## config.mk

```make
export PLATFORM = sky130hd
export DESIGN_NAME = wide_adder_seq
export DESIGN_NICKNAME = d
export VERILOG_FILES = /design/src/rtl/wide_adder_seq.sv
export SDC_FILE = /design/constraint.sdc
export NUM_CORES = 1
export LEC_CHECK = 0
export BUFFER_PORTS_ARGS = -buffer_cell sky130_fd_sc_hd__clkbuf_2
export CORE_AREA = 4 4 139 141
export CTS_CLUSTER_DIAMETER = 30
export DETAILED_ROUTE_END_ITERATION = 8
export DIE_AREA = 0 0 143 145
export HOLD_SLACK_MARGIN = 0.12
export PLACE_DENSITY = 0.83
export SYNTH_ARGS = -nofsm -noshare
export SYNTH_HDL_FRONTEND = slang
export SYNTH_SLANG_ARGS = --single-unit
```

## constraint.sdc

```tcl
create_clock -name clk -period 8.7 [get_ports clk]
set_input_delay 1.74 -clock clk [delete_from_list [all_inputs] [get_ports clk]]
set_output_delay 1.74 -clock clk [all_outputs]
set_load 0.02 [all_outputs]
```

## src/rtl/wide_adder_seq.sv

```systemverilog
// wide_adder_seq: multi-word add/subtract sequencer. One 16-bit adder is reused
// each cycle, least-significant word first, with the carry chained through a register.

module adder_16bit (
   input  logic [15:0] i_a,
   input  logic [15:0] i_b,
   input  logic        i_cin,
   output logic [15:0] o_y,
   output logic        o_cout,
   output logic        o_zero,
   output logic        o_ovf
);
   assign {o_cout, o_y} = {1'b0, i_a} + {1'b0, i_b} + {16'b0, i_cin};
   assign o_zero        = (o_y == 16'b0);
   assign o_ovf         = (i_a[15] == i_b[15]) && (o_y[15] != i_a[15]);
endmodule

module wide_adder_seq #(
   parameter int WORDS = 4,
   localparam int W    = 16 * WORDS
) (
   input  logic         clk,
   input  logic         rst,
   input  logic         in_valid,
   output logic         in_ready,
   input  logic [W-1:0] op_a,
   input  logic [W-1:0] op_b,
   input  logic         op_sub,
   output logic         out_valid,
   input  logic         out_ready,
   output logic [W-1:0] result,
   output logic         sign,
   output logic         zero,
   output logic         carry,
   output logic         parity,
   output logic         overflow,
   output logic         busy,
   output logic [1:0]   dbg_state
);
   // Handshakes: a transfer happens on a rising edge where valid and ready are both high;
   // in_ready is high only in IDLE, out_valid only in DONE, and data is held until the transfer.
   localparam int IDXW = $clog2(WORDS);

   typedef enum logic [1:0] {S_IDLE = 2'd0, S_RUN = 2'd1, S_DONE = 2'd2} state_t;

   state_t          r_state, w_next;
   logic [W-1:0]    r_a, r_b, r_result;
   logic            r_sub, r_carry, r_zacc;
   logic [IDXW-1:0] r_idx;
   logic            r_sign, r_zero, r_cout, r_parity, r_ovf;

   logic [15:0]     w_a_words [WORDS];
   logic [15:0]     w_b_words [WORDS];
   logic [15:0]     w_a, w_b, w_y;
   logic            w_cout, w_zero, w_ovf, w_last;

   for (genvar g = 0; g < WORDS; g++) begin : g_words
      assign w_a_words[g] = r_a[g*16 +: 16];
      assign w_b_words[g] = r_b[g*16 +: 16];
   end

   assign w_a    = w_a_words[r_idx];
   assign w_b    = w_b_words[r_idx] ^ {16{r_sub}};
   assign w_last = (r_idx == IDXW'(WORDS - 1));

   adder_16bit u_add (
      .i_a    (w_a),
      .i_b    (w_b),
      .i_cin  (r_carry),
      .o_y    (w_y),
      .o_cout (w_cout),
      .o_zero (w_zero),
      .o_ovf  (w_ovf)
   );

   always_ff @(posedge clk or posedge rst) begin
      if (rst) r_state <= S_IDLE;
      else     r_state <= w_next;
   end

   always_comb begin
      w_next = r_state;
      case (r_state)
         S_IDLE:  if (in_valid)  w_next = S_RUN;
         S_RUN:   if (w_last)    w_next = S_DONE;
         S_DONE:  if (out_ready) w_next = S_IDLE;
         default: w_next = S_IDLE;
      endcase
   end

   always_ff @(posedge clk or posedge rst) begin
      if (rst) begin
         r_a      <= '0;
         r_b      <= '0;
         r_sub    <= 1'b0;
         r_idx    <= '0;
         r_carry  <= 1'b0;
         r_zacc   <= 1'b0;
         r_result <= '0;
         r_sign   <= 1'b0;
         r_zero   <= 1'b0;
         r_cout   <= 1'b0;
         r_parity <= 1'b0;
         r_ovf    <= 1'b0;
      end else begin
         case (r_state)
            S_IDLE: begin
               if (in_valid) begin
                  r_a     <= op_a;
                  r_b     <= op_b;
                  r_sub   <= op_sub;
                  r_idx   <= '0;
                  r_carry <= op_sub;
                  r_zacc  <= 1'b1;
               end
            end
            S_RUN: begin
               r_carry <= w_cout;
               r_zacc  <= r_zacc & w_zero;
               for (int k = 0; k < WORDS; k++) begin
                  if (r_idx == IDXW'(k)) r_result[k*16 +: 16] <= w_y;
               end
               if (w_last) begin
                  // Lower words are already in r_result; the top word is still on the adder output.
                  r_sign   <= w_y[15];
                  r_ovf    <= w_ovf;
                  r_cout   <= w_cout;
                  r_zero   <= r_zacc & w_zero;
                  r_parity <= ~^{w_y, r_result[W-17:0]};
               end else begin
                  r_idx <= r_idx + IDXW'(1);
               end
            end
            default: ;
         endcase
      end
   end

   assign in_ready  = (r_state == S_IDLE);
   assign out_valid = (r_state == S_DONE);
   assign busy      = (r_state != S_IDLE);
   assign dbg_state = r_state;
   assign result    = r_result;
   assign sign      = r_sign;
   assign zero      = r_zero;
   assign carry     = r_cout;
   assign parity    = r_parity;
   assign overflow  = r_ovf;
endmodule

```

==> summary.md, run 1 <==
| Metric | Value |
|---|---|
| Run status | `finished clean` |
| Clock period minus final worst setup slack | `between 6000 and 7000 ps` |
| Total wire length | `~24 mm` |
| Critical Path Fanout Max | `36` |
| Most frequent cells in the layout | `206 x clkbuf_2, 202 x dfrtp_1, 130 x mux2_2` |
| Num CTS Buffers | `39` |
| Antenna viol nets, final | `0` |
| F_max | `roughly 160 MHz` |
| Post_cts resized | `0` |
| Fin crit share | `70.9%` |
| Relative slew slack | `between 10% and 20%` |
| Initial Utilization | `a little over half` |
| Maximum clock insertion buffer count | `3` |
| Synth cell types | `around 40` |
| # rows | `49` |
| Final nets | `about 1100` |
| GRT Overall Usage | `about a quarter` |
| Initial antenna violation count | `0` |
| Synth Warn # | `0` |
| DRT iter0 DRCs | `around 360` |
| Area delta synth->final | `25.5%` |
| Final Instance Area | `about 12000 sq um` |
| Post-detailed-placement half-perimeter wirelength | `~17 mm` |
| Syn Inst Count | `755` |
| Setup TNS | `0 ps` |
| Least-Margin Pin Slew | `roughly 1200 ps` |
| H-tree levels | `2` |
| Maximum number of pins on one net before global-route repair | `between 100 and 150` |
| Core ar. | `approximately 18000 sq um` |
| Vias in the first global route | `~7300` |
| Sequential-to-total area share from yosys stat | `between 50% and 60%` |
| Post-CTS setup buffer count | `0` |
| Post-CTS Hold Buffers | `0` |
| Port buffer count | `about 200` |
| 1st-pass router iterations | `4` |
| Final setup fails | `0` |
| RePlAce Congestion | `around 0.9` |
| Die Span Y | `about 150 um` |
| Netlist Area Pre-Place | `a little under 10000 sq um` |
| Root Driver | `clkbuf_16` |
| Net count after synthesis | `a little over 900` |
| Clock insertion delay at the later pin of the skew report | `about 510 ps` |
| Via count of the routed design | `between 6000 and 7000` |
| Share of cells above drive strength 1 | `about 45%` |
| Clk slew on worst S/H paths | `50 ps` |
| Final count of hold timing violations | `0` |
| First-pass GRT wire length | `38.8 mm` |
| WP data required | `roughly 9000 ps` |
| Diode count | `0` |
| Mean Syn Cell Area | `roughly 13 sq um` |
| Commonest non-fill, non-tap cell in the layout | `clkbuf_2` |
| Vias per inst | `about 5.5` |
| Critical Setup Path Class | `flop to flop` |
| CTS tree | `done` |
| Hold Slack | `between 400 and 500 ps` |
| Tightest Hold Check Type | `flop to flop` |
| WP data arrival | `approximately 6500 ps` |
| Die W | `143 um` |
| Worst Setup Start Kind | `flop` |
| Clock Sink Count | `around 200` |
| Skew final | `roughly 17 ps` |
| RSZ-0062 raised after global routing | `false` |
| Ys flop type | `dfrtp_1` |
| # DRC | `0` |
| Crit path capture type | `flop` |
| Total die area | `20700 sq um` |
| Routed WL per cell | `19.9 um` |
| Grt ovf | `0` |
| Synth Register Bits | `203` |
| Post-Layout Cell Count | `approximately 1200` |
| Post-synth EDFFs | `0` |
| Final Slew Violations | `0` |
| Post-DP Area | `about 11000 sq um` |
| Async set-reset flop share out of synthesis | `between 90% and 100%` |
| Max_cap viols | `0` |
| Placed insts | `1153` |
| Top Ports | `approximately 210` |
registers in the layout (all words and copies together), names as in the netlist:
| name | flops |
|---|---|
| carry | 1 |
| dbg_state | 2 |
| overflow | 1 |
| parity | 1 |
| r_a | 64 |
| r_b | 64 |
| r_carry | 1 |
| r_idx | 2 |
| r_sub | 1 |
| r_zacc | 1 |
| result | 64 |
| zero | 1 |
cell families (layout without fill, tap and decap cells):
family,Yosys count,count (layout),share of synthesized area (%)
flip-flops,203,203,52.1
multiplexers,163,163,22.5
AO/OA/AOI/OAI,116,116,6.85
AND/OR/NAND/NOR,106,106,4.45
XOR/XNOR,84,84,8.05
buffers and inverters,55,293,2.30
adder cells (fa/ha/maj),28,28,3.75
cells in the mapped netlist (6+ instances only):
cell	number	area, sq um
a21oi_1	13	65.1
buf_1	6	22.5
buf_2	11	55.1
clkbuf_1	23	86.3
dfrtp_1	203	5080
ha_1	26	325
inv_1	14	52.6
mux2_2	130	1460
mux4_2	32	721
nand2_1	81	304
nor2_1	10	37.5
o21ai_0	71	355
o31ai_1	6	45.0
xnor2_1	51	447
xor2_1	29	254
cell type report:
type | instances | area, sq um
clock buffer | 51 | 1130
clock inverter | 18 | 171
fill | 1272 | 5720
inverter | 14 | 60.1
multi-input combinational | 497 | 4450
sequential | 203 | 5080
tap | 229 | 287
timing repair buffer | 210 | 1060
routing by layer:
metal	vias to the layer above	global-route usage (%)	wire, um
met5	-	0	0
met4	0	8.03	605
li1	3098	-	-
met3	47	6.12	1880
met2	258	40.1	12300
met1	3338	30.0	9500
worst paths after layout:
kind	to	slack (ps)	cells after the start	startpoint
setup reg to reg	parity	2530	22	r_idx[0]
hold / removal	overflow	470	2	overflow
min in group asynchronous	r_b[50]	1370	2	rst
max in group asynchronous	result[4]	5700	3	rst
hold reg to reg	overflow	470	2	overflow
setup / recovery	parity	2530	22	r_idx[0]
metrics by stage:
stage	worst slack, ps	utilization, %
final	2530	68.1
after global routing	2090	68.1
after CTS	2560	68.1
after detailed placement	2690	60.9
after global placement	2860	60.9
after floorplan	1420	-
critical path, stage by stage (launching register included):
cell and delay [ps]:
dfrtp_2 330, buf_4 570, mux4_2 600, xnor2_1 160, fa_1 460, fa_1 420
nor2b_1 140, o21ai_0 100, a21boi_0 300, o21bai_1 150, a21oi_1 200, o21bai_1 110
a21boi_0 500, or2_2 210, ha_1 230, xnor2_1 190, xnor2_1 180, xnor2_1 180
xnor2_1 170, xnor3_1 360, xnor3_1 240, xnor2_1 120, o21ai_1 70
Power of run 1 is not shown: default switching activity piles up to over one toggle a cycle in this logic, so the estimate is an artifact.
==> inputs of run 2 (changes only) <==
- ABC_AREA: not set -> 1
- CORE_AREA: 4 4 139 141 -> 4 4 145 147
- DIE_AREA: 0 0 143 145 -> 0 0 149 151
- PLACE_DENSITY: 0.83 -> 0.82
- clock period: 8.7 -> 6.5 ns (I/O delays scaled with it)
==> run 2 against run 1 <==
  * Synthesized cell count grew 89%
  * Worst hold slack improved by 4.7 ps
  * Non-clock buffer count up 4
  * Clock skew down 1.1 ps
  * Clock-buffer cell count is 2 lower
  * Critical endpoint unchanged
  * Final area increased by 8.4%
  * Setup slack lost 1000 ps
  * Critical path type unchanged
  * Die area is 8.5% higher
  * Critical path depth is 9 higher
  * Global-route usage rose by 2.2 points
  * Sequential share of layout area down 3.2 points
  * Largest cell class unchanged
  * Routed wire length increased by 21%
==> summary.md, run 2 <==
| Metric | Value |
|---|---|
| Run status | `finished clean` |
| Top cells by count, synth | `684 x nand2_1, 203 x dfrtp_1, 138 x o21ai_0, 72 x inv_1, 65 x nor2_1` |
| Post-synth EDFFs | `0 (unchanged)` |
| F_max | `200 MHz (+23%)` |
| Clock period minus final worst setup slack | `5010 ps (-1160 ps)` |
| Start of the worst register-to-register path | `r_idx[0]` |
| CTS tree | `done` |
| Sequential-to-total area share from yosys stat | `47.6% (-4.5 points)` |
| Crit-path max cell delay | `610 ps (about the same)` |
| Syn Inst Count | `1425 (+89%)` |
| Max_cap viols | `0 (unchanged)` |
| # rows | `52 (+6.1%)` |
| Final setup fails | `0 (unchanged)` |
| # DRC | `0 (unchanged)` |
| Post-detailed-placement half-perimeter wirelength | `20.7 mm (+22%)` |
| Area delta synth->final | `24.3%` |
| Crit path capture type | `flop` |
| Synth top area share | `47.6% (-4.5 points)` |
| Fill count | `1609 (+26%)` |
| DRT iter0 DRCs | `778 (+120%)` |
| Final Slew Violations | `0 (unchanged)` |
| Total wire length | `29.5 mm (+21%)` |
| Sink of the worst hold path | `r_b[41]` |
| Critical path's slowest cell | `inv_2` |
| Synth Register Bits | `203 (unchanged)` |
| First-pass GRT wire length | `47.0 mm (+21%)` |
| Post-CTS Hold Buffers | `0 (unchanged)` |
| Maximum clock insertion buffer count | `3 (unchanged)` |
| Die Span Y | `151 um (+4.1%)` |
| RePlAce Congestion | `0.878 (-0.57%)` |
| Commonest non-fill, non-tap cell in the layout | `nand2_1` |
| Most frequent cell on the critical path | `nand2_1` |
| Total die area | `22500 sq um (+8.5%)` |
| Synth Warn # | `0 (unchanged)` |
| Netlist Area Pre-Place | `10700 sq um (+9.4%)` |
| Die W | `149 um (+4.2%)` |
| Least-Margin Pin Slew | `1080 ps (-121 ps)` |
| Clk slew on worst S/H paths | `50 ps (about the same)` |
| Top Ports | `207 (unchanged)` |
| 1st-pass router iterations | `5 (+1)` |
| Synth cell types | `37 (-9.8%)` |
| Net count after synthesis | `1586 (+73%)` |
| Most numerous cell in the Yosys netlist | `nand2_1` |
| Setup TNS | `0 ps (unchanged)` |
| Post-CTS setup buffer count | `0 (unchanged)` |
| Root Driver | `clkbuf_16` |
| Most frequent cells in the layout | `683 x nand2_1, 206 x clkbuf_2, 202 x dfrtp_1` |
| Num CTS Buffers | `38 (-2.6%)` |
| RSZ-0062 raised after global routing | `false` |
| R2R Path End | `parity` |
| H-tree levels | `2 (unchanged)` |
| Initial antenna violation count | `0 (unchanged)` |
| Vias per inst | `5.27 (-4.4%)` |
| WHS Path Cells | `2 (unchanged)` |
| Relative slew slack | `28.0% (+8.3 points)` |
| Diode count | `0 (unchanged)` |
| Core ar. | `19900 sq um (+11%)` |
| Fin crit share | `77.0% (+6.1 points)` |
| Vias in the first global route | `9635 (+33%)` |
| WP data required | `6890 ps (-2160 ps)` |
| Crit-path leading delay family | `simple AND/OR/NAND/NOR gates` |
| Critical Path Fanout Max | `59 (+64%)` |
| Final nets | `1775 (+58%)` |
| Post-DP Area | `11900 sq um (+8.6%)` |
| Final core utilization | `66.6% (-1.5 points)` |
| Port buffer count | `206 (unchanged)` |
| Antenna viol nets, final | `0 (unchanged)` |
| Critical Setup Path Class | `flop to flop` |
| Leading post-synthesis cells by cell area | `dfrtp_1 48%, nand2_1 24%, o21ai_0 6.5%, ha_1 3.0%, xor2_1 2.6%` |
| Hold_sp | `r_b[41]` |
| Final Instance Area | `13300 sq um (+8.4%)` |
| WP data arrival | `5400 ps (-1120 ps)` |
| Ys flop type | `dfrtp_1` |
| Mean Syn Cell Area | `7.49 sq um (-42%)` |
| Post_cts resized | `0 (unchanged)` |
| Worst R2R Setup Slack | `1490 ps (-1040 ps)` |
| Via count of the routed design | `10100 (+50%)` |
| Clock insertion delay at the later pin of the skew report | `510 ps (about the same)` |
| Routed WL per cell | `15.4 um (-22%)` |
| Skew final | `15.5 ps (-1.11 ps)` |
| Async set-reset flop share out of synthesis | `100% (unchanged)` |
| Initial Utilization | `53.6% (-0.68 points)` |
| Clock Sink Count | `203 (unchanged)` |
| Worst path bufs/invs | `4 (+3)` |
| GRT Overall Usage | `26.0% (+2.2 points)` |
| Worst Setup Start Kind | `flop` |
| Grt ovf | `0 (unchanged)` |
| R2R depth | `31 (+41%)` |
| Critical path depth in cells | `31 (+41%)` |
| Area leader, netlist | `dfrtp_1` |
| Tightest Hold Check Type | `flop to flop` |
| Final count of hold timing violations | `0 (unchanged)` |
| Maximum number of pins on one net before global-route repair | `204 (+77%)` |
| Share of cells above drive strength 1 | `18.8% (-26 points)` |
[run 2: cell count changes in the layout (fill, tap and decap cells not counted), sizes merged, moves of 7 or more]
cell and delta:
a21oi +14, clkinv -7, inv +60, mux2 -130
mux4 -32, nand2 +614, nand3 +16, nor2 +56
o21ai +77, o22ai +21, xnor2 -26
[run 2: metal layers]
layer	part of all wire (%)	wire length, um	GRT usage (%)
met4	4.5	1340	13.1
met3	7.6	2240	5.30
met5	0	0	0
met2	46	13700	41.6
met1	41	12200	33.8
[run 2: metrics by stage]
step | cells | hold slack (ps) | setup WS, ps
after global placement | 1844 | 457 | 1870
after CTS | 1913 | 475 | 1540
after floorplan | 1425 | 441 | 2120
after global routing | 1913 | 496 | 1060
after detailed placement | 1844 | 461 | 1610
final | 1913 | 474 | 1490
[run 2: how the worst max path moves through the flow]
| stage | from | end | slack (ps) |
|---|---|---|---|
| global placement | r_idx[0] | parity | 1870 |
| floorplan | r_idx[0] | parity | 2120 |
| CTS | r_idx[0] | parity | 1540 |
| global route | r_idx[0] | parity | 1060 |
| finish | r_idx[0] | parity | 1490 |
| detailed placement | r_idx[0] | parity | 1610 |
[run 2: layout make-up]
class / instances / area, sq um / share of cell area [%]
Inverter: 75 / 288 / 2.17
Multi-Input combinational cell: 1082 / 5060 / 38.2
Tap cell: 270 / 338 / 2.55
Timing Repair Buffer: 214 / 1100 / 8.32
Sequential cell: 203 / 5080 / 38.3
Clock buffer: 49 / 1090 / 8.19
Clock inverter: 20 / 305 / 2.30
[run 2: cells by family (layout without fill, tap and decap cells)]
family	after synthesis	in the layout	synth area share, %
buffers and inverters	140	358	5.02
xor gates and xnor gates	59	59	4.91
AOI/OAI and AO/OA	206	206	10.3
DFF	203	203	47.6
adders and majority gates	28	28	3.42
and+or+nand+nor	789	789	28.7
[run 2: tightest hold or removal path, stage by stage, from the launching register on]
cell	delay [ps]
dfrtp_1	340
nand2_1	50
nand2_1	50
Power of run 2 is left out for the same reason.
